## src/rtl/dircc_counter_multi_send_handler_if.sv

```systemverilog
// Handshake bundle between the device-state read port, the packet queue and the
// write-back port of the counter multi-send handler.
interface dircc_counter_multi_send_handler_if #(
    parameter int unsigned MEM_ADDRESS_WIDTH       = 32,
    parameter int unsigned NUM_PINS                = 4,
    parameter int unsigned COUNT_WIDTH             = 16,
    parameter int unsigned PACKET_WIDTH            = 96,
    parameter int unsigned USER_STATE_WIDTH        = 64,
    parameter int unsigned DIRCC_STATE_WIDTH       = 32,
    parameter int unsigned DIRCC_STATE_EXTRA_WIDTH = 32
) ();
    typedef struct packed {
        logic [DIRCC_STATE_EXTRA_WIDTH-1:0] dircc_state_extra;
        logic [DIRCC_STATE_WIDTH-1:0]       dircc_state;
        logic [USER_STATE_WIDTH-1:0]        user_state;
    } device_state_t;

    logic [MEM_ADDRESS_WIDTH-1:0] address;
    device_state_t                read_state;
    logic                         read_state_valid;
    logic                         busy;
    logic [PACKET_WIDTH-1:0]      packet_out;
    logic                         packet_out_valid;
    logic                         packet_out_ready;
    device_state_t                write_state;
    logic                         write_state_valid;
    logic                         done;

    modport master (
        output address, read_state, read_state_valid, packet_out_ready,
        input  busy, packet_out, packet_out_valid, write_state, write_state_valid, done
    );

    modport slave (
        input  address, read_state, read_state_valid, packet_out_ready,
        output busy, packet_out, packet_out_valid, write_state, write_state_valid, done
    );
endinterface

```

## src/rtl/dircc_counter_multi_send_handler.sv

```systemverilog
// Drains the RTS mask of one device-state snapshot, one packet per set pin (lowest first),
// then writes the state back once with the mask cleared and the counter advanced.
module dircc_counter_multi_send_handler #(
    parameter int unsigned MEM_ADDRESS_WIDTH       = 32,
    parameter int unsigned NUM_PINS                = 4,
    parameter int unsigned COUNT_WIDTH             = 16,
    parameter int unsigned PACKET_WIDTH            = 96,
    parameter int unsigned USER_STATE_WIDTH        = 64,
    parameter int unsigned DIRCC_STATE_WIDTH       = 32,
    parameter int unsigned DIRCC_STATE_EXTRA_WIDTH = 32
) (
    input logic                              clk,
    input logic                              reset_n,
    dircc_counter_multi_send_handler_if.slave bus
);
    typedef struct packed {
        logic [DIRCC_STATE_EXTRA_WIDTH-1:0] dircc_state_extra;
        logic [DIRCC_STATE_WIDTH-1:0]       dircc_state;
        logic [USER_STATE_WIDTH-1:0]        user_state;
    } device_state_t;

    typedef enum logic [1:0] {StIdle, StSend, StWrite} state_e;

    state_e                       state_q;
    device_state_t                snap_q;
    logic [MEM_ADDRESS_WIDTH-1:0] addr_q;
    logic [NUM_PINS-1:0]          mask_q;
    logic [COUNT_WIDTH-1:0]       count_q;
    logic                         busy_q;
    logic [PACKET_WIDTH-1:0]      packet_q;
    logic                         packet_valid_q;
    device_state_t                write_state_q;
    logic                         write_valid_q;
    logic                         done_q;

    logic [NUM_PINS-1:0]    rd_mask;
    logic [COUNT_WIDTH-1:0] rd_count;
    logic [NUM_PINS-1:0]    mask_next;
    logic [COUNT_WIDTH-1:0] count_next;
    device_state_t          wb_next;

    function automatic logic [7:0] lowest_pin(input logic [NUM_PINS-1:0] m);
        logic [7:0] r;
        r = '0;
        for (int i = int'(NUM_PINS) - 1; i >= 0; i--) begin
            if (m[i]) r = 8'(i);
        end
        return r;
    endfunction

    function automatic logic [PACKET_WIDTH-1:0] make_packet(
        input logic [7:0]                   pin,
        input logic [COUNT_WIDTH-1:0]       cnt,
        input logic [MEM_ADDRESS_WIDTH-1:0] a
    );
        logic [PACKET_WIDTH-1:0] p;
        p = '0;
        p[COUNT_WIDTH-1:0]            = cnt;
        p[39:32]                      = pin;
        p[MEM_ADDRESS_WIDTH+39:40]    = a;
        return p;
    endfunction

    assign rd_mask    = bus.read_state.user_state[COUNT_WIDTH+NUM_PINS-1:COUNT_WIDTH];
    assign rd_count   = bus.read_state.user_state[COUNT_WIDTH-1:0];
    // Clearing the lowest set bit is exactly the pin being sent.
    assign mask_next  = mask_q & (mask_q - NUM_PINS'(1));
    assign count_next = count_q + COUNT_WIDTH'(1);

    always_comb begin
        wb_next = snap_q;
        wb_next.user_state[COUNT_WIDTH-1:0]                    = count_next;
        wb_next.user_state[COUNT_WIDTH+NUM_PINS-1:COUNT_WIDTH] = '0;
    end

    always_ff @(posedge clk) begin
        if (!reset_n) begin
            state_q        <= StIdle;
            snap_q         <= '0;
            addr_q         <= '0;
            mask_q         <= '0;
            count_q        <= '0;
            busy_q         <= 1'b0;
            packet_q       <= '0;
            packet_valid_q <= 1'b0;
            write_state_q  <= '0;
            write_valid_q  <= 1'b0;
            done_q         <= 1'b0;
        end else begin
            case (state_q)
                StIdle: begin
                    done_q <= 1'b0;
                    if (bus.read_state_valid) begin
                        snap_q  <= bus.read_state;
                        addr_q  <= bus.address;
                        mask_q  <= rd_mask;
                        count_q <= rd_count;
                        if (rd_mask != '0) begin
                            state_q        <= StSend;
                            busy_q         <= 1'b1;
                            packet_q       <= make_packet(lowest_pin(rd_mask), rd_count,
                                                          bus.address);
                            packet_valid_q <= 1'b1;
                        end else begin
                            done_q <= 1'b1;
                        end
                    end
                end
                StSend: begin
                    if (packet_valid_q && bus.packet_out_ready) begin
                        mask_q  <= mask_next;
                        count_q <= count_next;
                        if (mask_next == '0) begin
                            packet_valid_q <= 1'b0;
                            write_state_q  <= wb_next;
                            write_valid_q  <= 1'b1;
                            done_q         <= 1'b1;
                            state_q        <= StWrite;
                        end else begin
                            packet_q <= make_packet(lowest_pin(mask_next), count_next, addr_q);
                        end
                    end
                end
                StWrite: begin
                    write_valid_q <= 1'b0;
                    done_q        <= 1'b0;
                    busy_q        <= 1'b0;
                    state_q       <= StIdle;
                end
                default: state_q <= StIdle;
            endcase
        end
    end

    assign bus.busy              = busy_q;
    assign bus.packet_out        = packet_q;
    assign bus.packet_out_valid  = packet_valid_q;
    assign bus.write_state       = write_state_q;
    assign bus.write_state_valid = write_valid_q;
    assign bus.done              = done_q;
endmodule

```

## src/flat_wrapper.sv

```systemverilog
// flat-port wrapper written by rule: the top's interface ports become plain ports
module dircc_counter_multi_send_handler_flat 
#(
    parameter int unsigned MEM_ADDRESS_WIDTH       = 32,
    parameter int unsigned NUM_PINS                = 4,
    parameter int unsigned COUNT_WIDTH             = 16,
    parameter int unsigned PACKET_WIDTH            = 96,
    parameter int unsigned USER_STATE_WIDTH        = 64,
    parameter int unsigned DIRCC_STATE_WIDTH       = 32,
    parameter int unsigned DIRCC_STATE_EXTRA_WIDTH = 32
)
  (clk, reset_n, bus_address, bus_read_state, bus_read_state_valid, bus_packet_out_ready, bus_busy, bus_packet_out, bus_packet_out_valid, bus_write_state, bus_write_state_valid, bus_done);
  dircc_counter_multi_send_handler_if #(.MEM_ADDRESS_WIDTH(MEM_ADDRESS_WIDTH), .NUM_PINS(NUM_PINS), .COUNT_WIDTH(COUNT_WIDTH), .PACKET_WIDTH(PACKET_WIDTH), .USER_STATE_WIDTH(USER_STATE_WIDTH), .DIRCC_STATE_WIDTH(DIRCC_STATE_WIDTH), .DIRCC_STATE_EXTRA_WIDTH(DIRCC_STATE_EXTRA_WIDTH)) bus_i ();
  input logic clk;
  input logic reset_n;
  input wire logic [$bits(bus_i.address)-1:0] bus_address;
  input wire logic [$bits(bus_i.read_state)-1:0] bus_read_state;
  input wire logic [$bits(bus_i.read_state_valid)-1:0] bus_read_state_valid;
  input wire logic [$bits(bus_i.packet_out_ready)-1:0] bus_packet_out_ready;
  output wire logic [$bits(bus_i.busy)-1:0] bus_busy;
  output wire logic [$bits(bus_i.packet_out)-1:0] bus_packet_out;
  output wire logic [$bits(bus_i.packet_out_valid)-1:0] bus_packet_out_valid;
  output wire logic [$bits(bus_i.write_state)-1:0] bus_write_state;
  output wire logic [$bits(bus_i.write_state_valid)-1:0] bus_write_state_valid;
  output wire logic [$bits(bus_i.done)-1:0] bus_done;
  assign bus_i.address = bus_address;
  assign bus_i.read_state = bus_read_state;
  assign bus_i.read_state_valid = bus_read_state_valid;
  assign bus_i.packet_out_ready = bus_packet_out_ready;
  assign bus_busy = bus_i.busy;
  assign bus_packet_out = bus_i.packet_out;
  assign bus_packet_out_valid = bus_i.packet_out_valid;
  assign bus_write_state = bus_i.write_state;
  assign bus_write_state_valid = bus_i.write_state_valid;
  assign bus_done = bus_i.done;
  dircc_counter_multi_send_handler #(.MEM_ADDRESS_WIDTH(MEM_ADDRESS_WIDTH), .NUM_PINS(NUM_PINS), .COUNT_WIDTH(COUNT_WIDTH), .PACKET_WIDTH(PACKET_WIDTH), .USER_STATE_WIDTH(USER_STATE_WIDTH), .DIRCC_STATE_WIDTH(DIRCC_STATE_WIDTH), .DIRCC_STATE_EXTRA_WIDTH(DIRCC_STATE_EXTRA_WIDTH)) u_core (.clk(clk), .reset_n(reset_n), .bus(bus_i));
endmodule
```

## config.mk

```make
export PLATFORM = sky130hd
export DESIGN_NAME = dircc_counter_multi_send_handler_flat
export DESIGN_NICKNAME = d
export VERILOG_FILES = /design/src/rtl/dircc_counter_multi_send_handler_if.sv /design/src/rtl/dircc_counter_multi_send_handler.sv /design/src/flat_wrapper.sv
export SDC_FILE = /design/constraint.sdc
export NUM_CORES = 1
export LEC_CHECK = 0
export BUFFER_PORTS_ARGS = -buffer_cell sky130_fd_sc_hd__buf_4
export CAP_MARGIN = 20
export CORE_AREA = 2 2 164 166
export CTS_CLUSTER_DIAMETER = 40
export DETAILED_ROUTE_END_ITERATION = 10
export DIE_AREA = 0 0 166 168
export PLACE_DENSITY = 0.79
export SLEW_MARGIN = 20
export SYNTH_ARGS = -nofsm -noshare
export SYNTH_HDL_FRONTEND = slang
export SYNTH_SLANG_ARGS = --single-unit
```

## constraint.sdc

```tcl
create_clock -name clk -period 2.6 [get_ports clk]
set_input_delay 0.52 -clock clk [delete_from_list [all_inputs] [get_ports clk]]
set_output_delay 0.52 -clock clk [all_outputs]
set_load 0.02 [all_outputs]
```

==> results.cfg <==
[run_status]
outcome = finished clean

[setup_path]
end_kind = register
rr_worst_depth = 7
cp-start-kind = register
r2r_setup_slack_ns = 0.35
critPathKind = reg2reg
worstPathRequired_ns = 3.02
reg2reg_to = u_core.mask_q[1]
r2r-start = u_core.state_q[1]
crit_fanout = 23
cp.arrival_ns = 2.66

[grt]
grt_overflow = 0
grt_pass1_vias = 11500
antenna_found_initial = 0
grt.total_usage_pct = 24.2
grt_max_degree = 83
grt_pass1_wl_mm = 56.5

[power]
powerDensity_nw_per_um2 = 843
vdd_drop_max_mv = 0.500
power_leakage_nw = 7.08

[placed_design]
numPortBuffers = 341
dp.cells = 2200
place_hpwl_mm = 23.4
routabilityCongestion = 0.833

[yosys]
yosysSeqAreaShare_pct = 50.9
ys_ff_latch = 340
ys_warn_count = 0
netlist_instances = 1612
synth_cell_types = 49
syn-cell-area_sq_um = 13400
synth_area_per_cell_sq_um = 8.29
synth_top_flop_cell = dfxtp_1
synth_edf_count = 0
synthArstFlopShare_pct = 0

[cells_and_area]
drive_above_1_share_pct = 27.5
syn2layout_area_growth_pct = 30.9
seq_area_sq_um = 6810
fillCellCount = 2128
fin_util_pct = 66.4
antenna_cells = 0
finalNonFillerCells = 2281
multi_input_area_sq_um = 5790
nets = 2074

[timing]
rsz0062_at_grt = no
whs_ns = 0.237
fin_crit_ns = 2.25
setup_tns_ns = 0
drv_slew = 0
tightest_slew_ns = 0.732
setup_violations = 0
final-hold-violation-count = 0
maxSlewHeadroom_pct = 51.2
fin_crit_sh_pct = 86.4
fin_skew_ns = 0.0172
fmax_mhz = 445

[die]
initial_core_util_pct = 50.7
coreArea_sq_um = 26400
io_pins = 392
fp.dieW_um = 166
dieArea_sq_um = 27900
rows = 60
fp.dieH_um = 168

[detailed_routing]
initialDrtViolationCount = 809
vias_per_cell = 5.21
wl_per_cell_um = 15.6
vias = 11900
ant_nets = 0
wl_mm = 35.5
first_pass_iters = 7
drcViolationCount = 0

[clocking]
root_buffer = clkbuf_16
clock_path_buffers = 3
cts_buffers = 44
clk_latency_ns = 0.53
cts.sinks = 340
path_clk_slew_ns = 0.06
htreeDepth = 2
cts_hold_buffers = 0
cts_tree = built
postCtsSetupBuffers = 0
cts_resized = 0

[hold_path]
hold_end = u_core.snap_q[93]
min_path_type = in2reg
hold_depth = 3
min_from = bus_read_state[93]

[run]
maxCapViolCount = 0
-- critical path, cell delays in order (launching register included) --
cell	delay, ns
dfxtp_1	0.32
inv_1	0.14
ha_1	0.38
nor2b_1	0.24
a211o_1	0.61
nor2_1	0.16
a22oi_1	0.23
nor2_1	0.06
-- metal layers --
layer  track usage, %  share of wire [%]  up-vias
met3             5.95                7.5      103
met4             11.5                4.7        0
met2             42.3                 48      413
li1                 -                  -     5818
met5                0                  0        -
met1             28.0                 39     5557
-- final cells by class --
type	count	area share, %
Clock buffer	55	6.64
Clock inverter	26	1.77
Inverter	7	0.193
Multi-Input combinational cell	1142	33.1
Sequential cell	340	38.9
Tap cell	341	2.44
Timing Repair Buffer	370	17.0
-- state kept, by name (all words and copies together) (netlist names) --
name / flops
u_core.bus.write_state_valid: 1
u_core.bus.packet_out_valid: 1
u_core.bus.packet_out: 50
u_core.mask_q: 4
u_core.state_q: 2
u_core.count_q: 16
u_core.bus.write_state: 124
u_core.bus.done: 1
u_core.snap_q: 108
u_core.addr_q: 32
u_core.bus.busy: 1
-- cells by family after synthesis --
family | Yosys count | share of synthesized area (%)
xor+xnor | 14 | 0.918
mux | 37 | 2.77
fa+ha+maj | 5 | 0.468
flops | 340 | 50.9
compound gates | 374 | 17.7
other cells | 1 | 0.0281
simple gates | 662 | 19.8
buf+inv | 179 | 7.39
-- stage by stage --
step	cell area, sq um	total power, mW	setup slack, ns
after floorplan	13500	7.86	0.709
after global placement	16000	8.74	0.490
after detailed placement	16000	8.82	0.372
after CTS	17500	14.8	0.364
after global routing	17500	15.3	0.212
final	17500	14.7	0.355
-- power breakdown --
part	switching, mW	total (mW)	internal [mW]
combinational	1.67	2.75	1.08
clock	2.31	6.02	3.71
sequential	0.301	5.97	5.67
-- worst max path at each step --
stage | from | cells after the start | slack (ns) | end
CTS | u_core.state_q[1] | 7 | 0.36 | u_core.mask_q[1]
detailed placement | u_core.state_q[1] | 7 | 0.37 | u_core.mask_q[1]
global route | u_core.state_q[1] | 7 | 0.21 | u_core.mask_q[1]
floorplan | u_core.state_q[0] | 11 | 0.71 | u_core.bus.packet_out[33]
global placement | u_core.state_q[1] | 7 | 0.49 | u_core.mask_q[1]
finish | u_core.state_q[1] | 7 | 0.35 | u_core.mask_q[1]
-- cell usage after synthesis, types with 2 or more instances --
library cell / instances / area [sq um]
nand2_1: 512 / 1920
dfxtp_1: 340 / 6810
a21oi_1: 257 / 1290
clkbuf_1: 77 / 289
nor2_1: 72 / 270
buf_4: 51 / 383
a211oi_2: 41 / 513
mux2i_1: 37 / 370
nand3_1: 29 / 145
buf_2: 24 / 120
o21ai_0: 24 / 120
a21oi_2: 20 / 175
nand2_2: 20 / 125
xnor2_1: 10 / 87.6
buf_1: 9 / 33.8
nor3_1: 9 / 45.0
buf_6: 8 / 90.1
a211o_1: 7 / 61.3
inv_1: 6 / 22.5
o221ai_1: 6 / 52.6
ha_1: 5 / 62.6
nand4_1: 4 / 25.0
nor2b_1: 4 / 25.0
xor2_1: 4 / 35.0
a211oi_1: 3 / 22.5
a21o_1: 3 / 22.5
buf_8: 3 / 45.0
nor4_1: 3 / 18.8
and3_1: 2 / 12.5
nand2b_1: 2 / 12.5
nor3b_1: 2 / 15.0
-- placed cells by master (no fill, tap or decap), types with 4 or more instances in the layout --
master	Yosys	routed
o221ai_1	6	6
buf_4	51	355
xnor2_1	10	10
nand4_1	4	4
conb_1	1	50
nor2b_1	4	4
xor2_1	4	4
mux2i_1	37	37
clkinvlp_4	0	6
clkbuf_16	0	44
o21ai_0	24	24
buf_12	0	15
nand2_2	20	20
nor3_1	9	9
bufinv_16	0	5
a211oi_2	41	41
nor2_1	72	72
a211o_1	7	7
dfxtp_1	340	340
nand3_1	29	29
clkbuf_1	77	9
a21oi_2	20	20
ha_1	5	4
inv_1	6	6
a21oi_1	257	257
nand2_1	512	510
clkinv_2	0	7
(Power assumes the default switching activity.)
